`config.mk`:
```
export PLATFORM = sky130hd
export DESIGN_NAME = bit_permute_sched
export DESIGN_NICKNAME = d
export VERILOG_FILES = /design/src/rtl/bit_permute_sched.sv
export SDC_FILE = /design/constraint.sdc
export NUM_CORES = 1
export LEC_CHECK = 0
export BUFFER_PORTS_ARGS = -buffer_cell sky130_fd_sc_hd__buf_2
export CAP_MARGIN = 30
export CORE_MARGIN = 1.5
export CORE_UTILIZATION = 54
export CTS_CLUSTER_SIZE = 24
export DETAILED_ROUTE_END_ITERATION = 10
export PLACE_DENSITY = 0.72
export SLEW_MARGIN = 20
export SYNTH_ARGS = -nofsm -noshare
export SYNTH_HDL_FRONTEND = slang
export SYNTH_SLANG_ARGS = --single-unit
```
`constraint.sdc`:
```
create_clock -name clk -period 2.6 [get_ports clk]
set_clock_uncertainty 0.05 [all_clocks]
set_input_delay 0 -clock clk [delete_from_list [all_inputs] [get_ports clk]]
set_output_delay 0 -clock clk [all_outputs]
set_load 0.02 [all_outputs]
```
`src/rtl/bit_permute_sched.sv`:
```
// rtl/bit_permute_sched.sv - streaming bit permutation with shadow/active routing tables
// Each output bit copies, inverts, or forces a constant from a selected input bit.
module bit_permute_sched #(
  parameter int WIDTH = 8,
  localparam int SELW = $clog2(WIDTH),
  parameter int CNTW = 16
) (
  input  logic             clk,
  input  logic             rst_n,
  input  logic             in_valid,
  output logic             in_ready,
  input  logic [WIDTH-1:0] in_data,
  output logic             out_valid,
  input  logic             out_ready,
  output logic [WIDTH-1:0] out_data,
  input  logic             cfg_we,
  input  logic [SELW-1:0]  cfg_idx,
  input  logic [1:0]       cfg_mode,
  input  logic [SELW-1:0]  cfg_sel,
  input  logic             cfg_commit,
  output logic             cfg_ready,
  output logic             cfg_busy,
  output logic             cfg_err,
  output logic [CNTW-1:0]  xfer_cnt
);

  typedef enum logic [1:0] {RUN, DRAIN, SWAP} state_t;

  state_t          state;
  logic [1:0]      sh_mode  [WIDTH];
  logic [SELW-1:0] sh_sel   [WIDTH];
  logic [1:0]      act_mode [WIDTH];
  logic [SELW-1:0] act_sel  [WIDTH];
  logic [WIDTH-1:0] perm;
  logic            in_xfer;
  logic            out_xfer;
  logic            cfg_ok;
  logic            cfg_wr;

  always_comb begin
    perm = '0;
    for (int i = 0; i < WIDTH; i++) begin
      case (act_mode[i])
        2'd0:    perm[i] = in_data[act_sel[i]];
        2'd1:    perm[i] = 1'b0;
        2'd2:    perm[i] = 1'b1;
        default: perm[i] = ~in_data[act_sel[i]];
      endcase
    end
  end

  assign in_ready  = (state == RUN) && (!out_valid || out_ready);
  assign in_xfer   = in_valid && in_ready;
  assign out_xfer  = out_valid && out_ready;
  assign cfg_ready = (state != SWAP);
  assign cfg_busy  = (state != RUN);
  // Range checks matter only when WIDTH is not a power of two.
  assign cfg_ok    = (32'(cfg_idx) < 32'(WIDTH)) && (32'(cfg_sel) < 32'(WIDTH));
  assign cfg_wr    = cfg_we && cfg_ready;

  always_ff @(posedge clk or negedge rst_n) begin
    if (!rst_n) begin
      for (int i = 0; i < WIDTH; i++) begin
        sh_mode[i]  <= 2'd0;
        sh_sel[i]   <= SELW'(i);
        act_mode[i] <= 2'd0;
        act_sel[i]  <= SELW'(i);
      end
      state   <= RUN;
      cfg_err <= 1'b0;
    end else begin
      cfg_err <= cfg_wr && !cfg_ok;
      if (cfg_wr && cfg_ok) begin
        sh_mode[cfg_idx] <= cfg_mode;
        sh_sel[cfg_idx]  <= cfg_sel;
      end
      case (state)
        RUN:     if (cfg_commit) state <= DRAIN;
        DRAIN:   if (!out_valid || out_ready) state <= SWAP;
        default: begin
          for (int i = 0; i < WIDTH; i++) begin
            act_mode[i] <= sh_mode[i];
            act_sel[i]  <= sh_sel[i];
          end
          state <= RUN;
        end
      endcase
    end
  end

  always_ff @(posedge clk or negedge rst_n) begin
    if (!rst_n) begin
      out_valid <= 1'b0;
      out_data  <= '0;
      xfer_cnt  <= '0;
    end else begin
      if (in_xfer) begin
        out_valid <= 1'b1;
        out_data  <= perm;
      end else if (out_xfer) begin
        out_valid <= 1'b0;
      end
      if (out_xfer) xfer_cnt <= xfer_cnt + 1'b1;
    end
  end

endmodule

```
==> impl_metrics.env, run 1 <==
export IMPL_status="complete, no violations"
export IMPL_fin_cells=490
export IMPL_nets=403
export IMPL_clkPwrFrac_pct=16.8
export IMPL_io_buffers=49
export IMPL_cts_root_buf="clkbuf_8"
export IMPL_p_comb_share_pct=34.5
export IMPL_irDropWorstVdd_v=0.000524
export IMPL_drive_gt1_share_pct=45.5
export IMPL_cts_tree="done"
export IMPL_synth_nets=339
export IMPL_post_route_period_util_pct=70.7
export IMPL_fmax_mhz=544
export IMPL_final_core_util_pct=64.7
export IMPL_maxCapViolations=0
export IMPL_antenna_found_initial=0
export IMPL_crit_end="out_data[1]"
export IMPL_dieArea_um2=9330
export IMPL_crit_path_start="act_sel[18]"
export IMPL_wire_per_inst_um=18.4
export IMPL_grt_pass1_vias=2700
export IMPL_initial_core_util_pct=56.7
export IMPL_setup_viol=0
export IMPL_num_rows=33
export IMPL_internal_power_w=0.00415
export IMPL_hold_viol=0
export IMPL_placedCellCount=466
export IMPL_crit_path_start_kind="flip-flop"
export IMPL_syn_area_per_cell_um2=15.0
export IMPL_end_kind="flip-flop"
export IMPL_gp_congestion=0.753
export IMPL_fin_crit_ns=1.84
export IMPL_slew_violations=0
export IMPL_io_pin_count=51
export IMPL_final_common_cell="dfrtp_1"
export IMPL_numCtsBuffers=9
export IMPL_ys_seq_elements=107
export IMPL_syn_area_um2=4730
export IMPL_clk_pin_slew_worst_paths_ns=0.11
export IMPL_drc_errors=0
export IMPL_grt_total_usage_pct=21.4
export IMPL_grt_first_pass_wirelength_um=14300
export IMPL_switching_share_pct=31.3
export IMPL_die_w_um=96.6
export IMPL_syn2layout_area_growth_pct=14.1
export IMPL_setup_tns_ns=0
export IMPL_overflow=0
export IMPL_drt_iter0_markers=150
export IMPL_crit_arrival_ns=2.04
export IMPL_mostFrequentLayoutCells="dfrtp_1 (82), mux2_2 (81), buf_2 (48), dfstp_2 (24), nand2_1 (23)"
export IMPL_r2r_start="act_sel[18]"
export IMPL_tightest_slew_ns=0.594
export IMPL_routed_wl_um=9030
export IMPL_yosysWarnings=0
export IMPL_grt_max_degree=51
export IMPL_ff2ff_setup_slack_ns=0.76
export IMPL_cpPeakStageDelay_ns=0.57
export IMPL_ff2ff_path_depth=4
export IMPL_cp_depth=4
export IMPL_ant_nets=0
export IMPL_crit_type="reg -> reg"
export IMPL_vias=2790
export IMPL_hold_start="cfg_mode[0]"
export IMPL_path_max_fanout=3
export IMPL_dp_hpwl_um=6100
export IMPL_p_seq_share_pct=48.7
export IMPL_worst_path_buf_inv=0
export IMPL_coreArea_um2=8340
export IMPL_cts_path_max_buffers=2
export IMPL_cp_required_ns=2.80
export IMPL_post_place_ws_ns=0.785
export IMPL_crit_chain="mux4_1, mux2i_1, mux2i_1, mux2_2"
export IMPL_ys_seq_area_share_pct=57.3
export IMPL_crit_family="multiplexers"
export IMPL_hp_class="in -> reg"
export IMPL_p_per_area_nw_per_um2=1120
export IMPL_cp_common_cell="mux2i_1"
export IMPL_slowest_stage="dfstp_2"
export IMPL_fin_ws_ns=0.762
export IMPL_h_tree_depth=3
export IMPL_cts_sinks=107
export IMPL_power_leakage_nw=2.43
export IMPL_place_area_um2=5120
export IMPL_synthCells=316
export IMPL_post_cts_setup_buffer_count=0
export IMPL_ys_types=29
export IMPL_max_slew_margin_pct=60.4
export IMPL_power_switching_w=0.00189
export IMPL_finish_instance_area_um2=5400
export IMPL_insertion_delay_ns=0.37
export IMPL_r2r_end="out_data[1]"
export IMPL_drt_first_pass_iters=4
export IMPL_vias_per_cell=5.69
export IMPL_num_antenna_cells=0
export IMPL_die_h_um=96.6
export IMPL_rsz0062_at_grt="false"
-- cell type report --
type                            instances  area (µm²)
Inverter                                8        30.0
Clock inverter                          6        72.6
Fill cell                             635        2940
Timing Repair Buffer                   61         370
Multi-Input combinational cell        193        1960
Sequential cell                       107        2710
Clock buffer                           10         128
Tap cell                              105         131
-- power by group through the flow --
stage | clock [W] | combinational, W | sequential [W]
2_1_floorplan | 0 | 0.00151 | 0.00299
3_3_place_gp | 0 | 0.00202 | 0.00294
3_5_place_dp | 0 | 0.00209 | 0.00298
4_1_cts | 0.00105 | 0.00211 | 0.00294
5_1_grt | 0.00111 | 0.00229 | 0.00303
6_report | 0.00101 | 0.00209 | 0.00294
-- metrics by stage --
step | power [W] | hold WS (ns)
6_report | 0.00604 | 0.0423
5_1_grt | 0.00643 | 0.0279
4_1_cts | 0.00610 | 0.00291
3_5_place_dp | 0.00506 | -0.00889
3_3_place_gp | 0.00496 | -0.0158
2_1_floorplan | 0.00450 | -0.346
-- layer usage --
layer | GRT usage (%) | vias to the layer above | share of wire (%)
met1 | 30.3 | 1412 | 48
met5 | 0 | - | 0
met3 | 4.93 | 17 | 4.4
met4 | 7.37 | 0 | 2.2
li1 | - | 1287 | -
met2 | 32.9 | 74 | 46
-- repair_timing --
action                                 in CTS  in global routing
hold buffers                                7                  1
resized for setup                           0                  0
endpoints found under the hold margin      60                  2
-- flip-flops by register name, indices dropped and copies added, names as in the netlist --
name and cells:
out_data 8, act_mode 16, xfer_cnt 16, sh_mode 16, out_valid 1, sh_sel 24, state 2, act_sel 24
-- worst min path at each step --
stage                         endpoint  slack [ns]  cells past startpoint
after CTS                   sh_sel[16]       0.003                      2
after floorplan            act_mode[0]       -0.35                      0
after global placement    act_mode[15]       -0.02                      1
final                       sh_mode[4]        0.04                      2
after global routing        sh_mode[4]        0.03                      2
after detailed placement  act_mode[15]      -0.009                      1
-- cells by family (layout without fill, tap and decap cells) --
kind of cell	after synthesis	count (layout)	synth area share, %
compound gates	8	8	0.847
other cells	1	1	0.0793
buf+inv	16	85	1.38
flops	107	107	57.3
xor+xnor	15	15	2.78
simple gates	54	54	5.61
fa+ha+maj	1	1	0.265
mux	114	114	31.8
-- synth_stat cells --
cell       n  area share, %
xor2_1     4           0.74
o21ai_0    8           0.85
conb_1     1          0.079
mux2i_1   17            3.6
mux2_2    81             19
and3_1     4           0.53
xnor2_1   11            2.0
or2_1      1           0.13
ha_1       1           0.26
nor3b_1    1           0.16
nor4_1     1           0.13
inv_1      8           0.64
clkbuf_1   6           0.48
and4_1     1           0.19
nand2_1   23            1.8
nand2b_1   2           0.26
and3b_1    1           0.19
nor2b_1    3           0.40
nand3_1    5           0.53
dfstp_2   24             13
dfrtp_1   83             44
and2_1     1           0.13
nor3_1     2           0.21
buf_4      1           0.16
mux4_1    16            8.9
buf_2      1           0.11
nand4_1    3           0.40
nor2_1     5           0.40
or2_2      1           0.13
-- worst register-to-register path, delay by kind of cell, from the launching register on --
family	cells	cell delay, ns
multiplexers	4	1.12
flip-flops	1	0.57
Power figures use the tool's default switching activity.
==> run 2, diff against run 1 <==
==> constraint.sdc (replaced) <==
create_clock -name clk -period 1.7 [get_ports clk]
set_clock_uncertainty 0.05 [all_clocks]
set_input_delay 0 -clock clk [delete_from_list [all_inputs] [get_ports clk]]
set_output_delay 0 -clock clk [all_outputs]
set_load 0.02 [all_outputs]
==> run 2 against run 1 <==
  * The run now ends with setup timing left
  * Utilization grew 0.30 points
  * Sequential cell count is the same
  * Cell count up 1.4%
  * Highest routed layer unchanged
  * Sequential power is 54% higher
  * Combinational power grew 66%
  * Non-clock buffer count up 7
  * Global-route usage grew 0.058 points
  * Routed wire length increased by 1.6%
  * Power increased by 57%
  * Register-to-register slack got worse by 0.86 ns
  * Maximum frequency up 2.3%
==> impl_metrics.env, run 2 (same netlist as run 1, synthesis figures left out) <==
export IMPL_post_route_period_util_pct=106
export IMPL_crit_type="reg -> reg"
export IMPL_fin_crit_ns=1.80
export IMPL_hold_start="in_valid"
export IMPL_num_antenna_cells=0
export IMPL_syn2layout_area_growth_pct=14.7
export IMPL_mostFrequentLayoutCells="dfrtp_1 (82), mux2_2 (80), buf_2 (48), dfstp_2 (24), nand2_1 (22)"
export IMPL_gp_congestion=0.734
export IMPL_crit_path_start_kind="flip-flop"
export IMPL_coreArea_um2=8340
export IMPL_power_leakage_nw=2.41
export IMPL_hold_viol=0
export IMPL_clk_pin_slew_worst_paths_ns=0.11
export IMPL_end_kind="flip-flop"
export IMPL_insertion_delay_ns=0.37
export IMPL_seqCellArea_um2=2710
export IMPL_hp_class="in -> reg"
export IMPL_path_max_fanout=3
export IMPL_crit_arrival_ns=2.02
export IMPL_p_per_area_nw_per_um2=1750
export IMPL_vias_per_cell=5.60
export IMPL_nets=410
export IMPL_grt_max_degree=70
export IMPL_die_w_um=96.6
export IMPL_irDropWorstVdd_v=0.000757
export IMPL_status="finished, violations left"
export IMPL_initial_core_util_pct=56.7
export IMPL_setup_viol=6
export IMPL_overflow=0
export IMPL_slew_violations=0
export IMPL_drive_gt1_share_pct=53.1
export IMPL_grt_first_pass_wirelength_um=14200
export IMPL_multi_input_area_um2=1930
export IMPL_dp_hpwl_um=6110
export IMPL_violations="setup timing"
export IMPL_maxCapViolations=0
export IMPL_crit_path_start="act_sel[18]"
export IMPL_final_core_util_pct=65.0
export IMPL_vias=2781
export IMPL_wire_per_inst_um=18.5
export IMPL_grt_pass1_vias=2695
export IMPL_rsz0062_at_grt="true"
export IMPL_num_rows=33
export IMPL_fmax_mhz=557
export IMPL_drc_errors=0
export IMPL_r2r_start="act_sel[18]"
export IMPL_grt_total_usage_pct=21.5
export IMPL_die_h_um=96.6
export IMPL_drt_iter0_markers=71
export IMPL_cp_required_ns=1.92
export IMPL_setup_tns_ns=-0.296
export IMPL_ant_nets=0
export IMPL_io_buffers=49
export IMPL_final_common_cell="dfrtp_1"
export IMPL_cts_path_max_buffers=2
export IMPL_cts_root_buf="clkbuf_8"
export IMPL_drt_first_pass_iters=4
export IMPL_h_tree_depth=3
export IMPL_power_w=0.00950
export IMPL_numCtsBuffers=9
export IMPL_routed_wl_um=9180
export IMPL_dieArea_um2=9330
export IMPL_io_pin_count=51
export IMPL_cts_tree="done"
export IMPL_reg_top3="act_sel (24), sh_sel (24)"
export IMPL_fin_ws_ns=-0.0962
export IMPL_n_fill_cell=630
export IMPL_cts_sinks=107
export IMPL_antenna_found_initial=0
==> run 2: cell types whose count changed in the layout (fill, tap and decap cells not counted), moves of 2 or more <==
cell / change
inv_6: +2
mux4_1: -16
mux2i_2: +4
mux4_2: +16
inv_8: +2
buf_4: +7
mux2i_1: -4
==> run 2: worst max-delay path: stages, from the launching register on <==
cell	delay (ns)
dfstp_2	0.59
mux4_2	0.50
mux2i_1	0.19
mux2i_1	0.10
mux2_4	0.27
==> run 2: area by class of cell <==
type | instances | share of cell area (%)
inverters | 8 | 0.554
repair buffers | 68 | 7.99
clock inverters | 7 | 1.22
flip-flops and latches | 107 | 50.0
well taps | 105 | 2.42
multi-input cells | 193 | 35.6
clock buffers | 9 | 2.28
==> run 2: per-layer routing <==
metal  up-vias  routed length, µm  GRT usage (%)
li1       1275                  -              -
met1      1421               4450           31.9
met2        81               4270           31.9
met3         4                410           5.48
met4         0                 45           5.19
met5         -                  0              0
==> run 2: per-stage QoR <==
stage / area, µm² / std cells / hold slack [ns] / worst slack, ns
CTS: 5400 / 494 / 0.00384 / -0.0975
finish: 5420 / 497 / 0.0260 / -0.0962
global route: 5420 / 497 / 0.00819 / -0.162
global placement: 5150 / 471 / -0.0524 / -0.0255
floorplan: 4710 / 316 / -0.346 / 0.00715
detailed placement: 5150 / 471 / -0.0520 / -0.0668
==> run 2: final timing paths <==
check | slack [ns] | cells past startpoint | to
min reg2reg | 0.42 | 1 | xfer_cnt[15]
max reg2reg | -0.1 | 4 | out_data[1]
min | 0.03 | 3 | out_valid
max | -0.1 | 4 | out_data[1]
min in group asynchronous | 0.08 | 3 | out_data[4]
max in group asynchronous | 1.12 | 3 | act_sel[0]
==> run 2: timing repair <==
action                                  CTS  global route
gates resized for setup                   9             5
buffers inserted                          1             2
hold endpoints to repair                133             1
hold buffers                              6             1
endpoints found under the setup margin    8            11
==> run 2: power breakdown <==
part / internal (W) / total [W] / switching (W)
sequential: 0.00383 / 0.00453 / 0.000700
clock: 0.000578 / 0.00150 / 0.000924
combinational: 0.00201 / 0.00346 / 0.00146
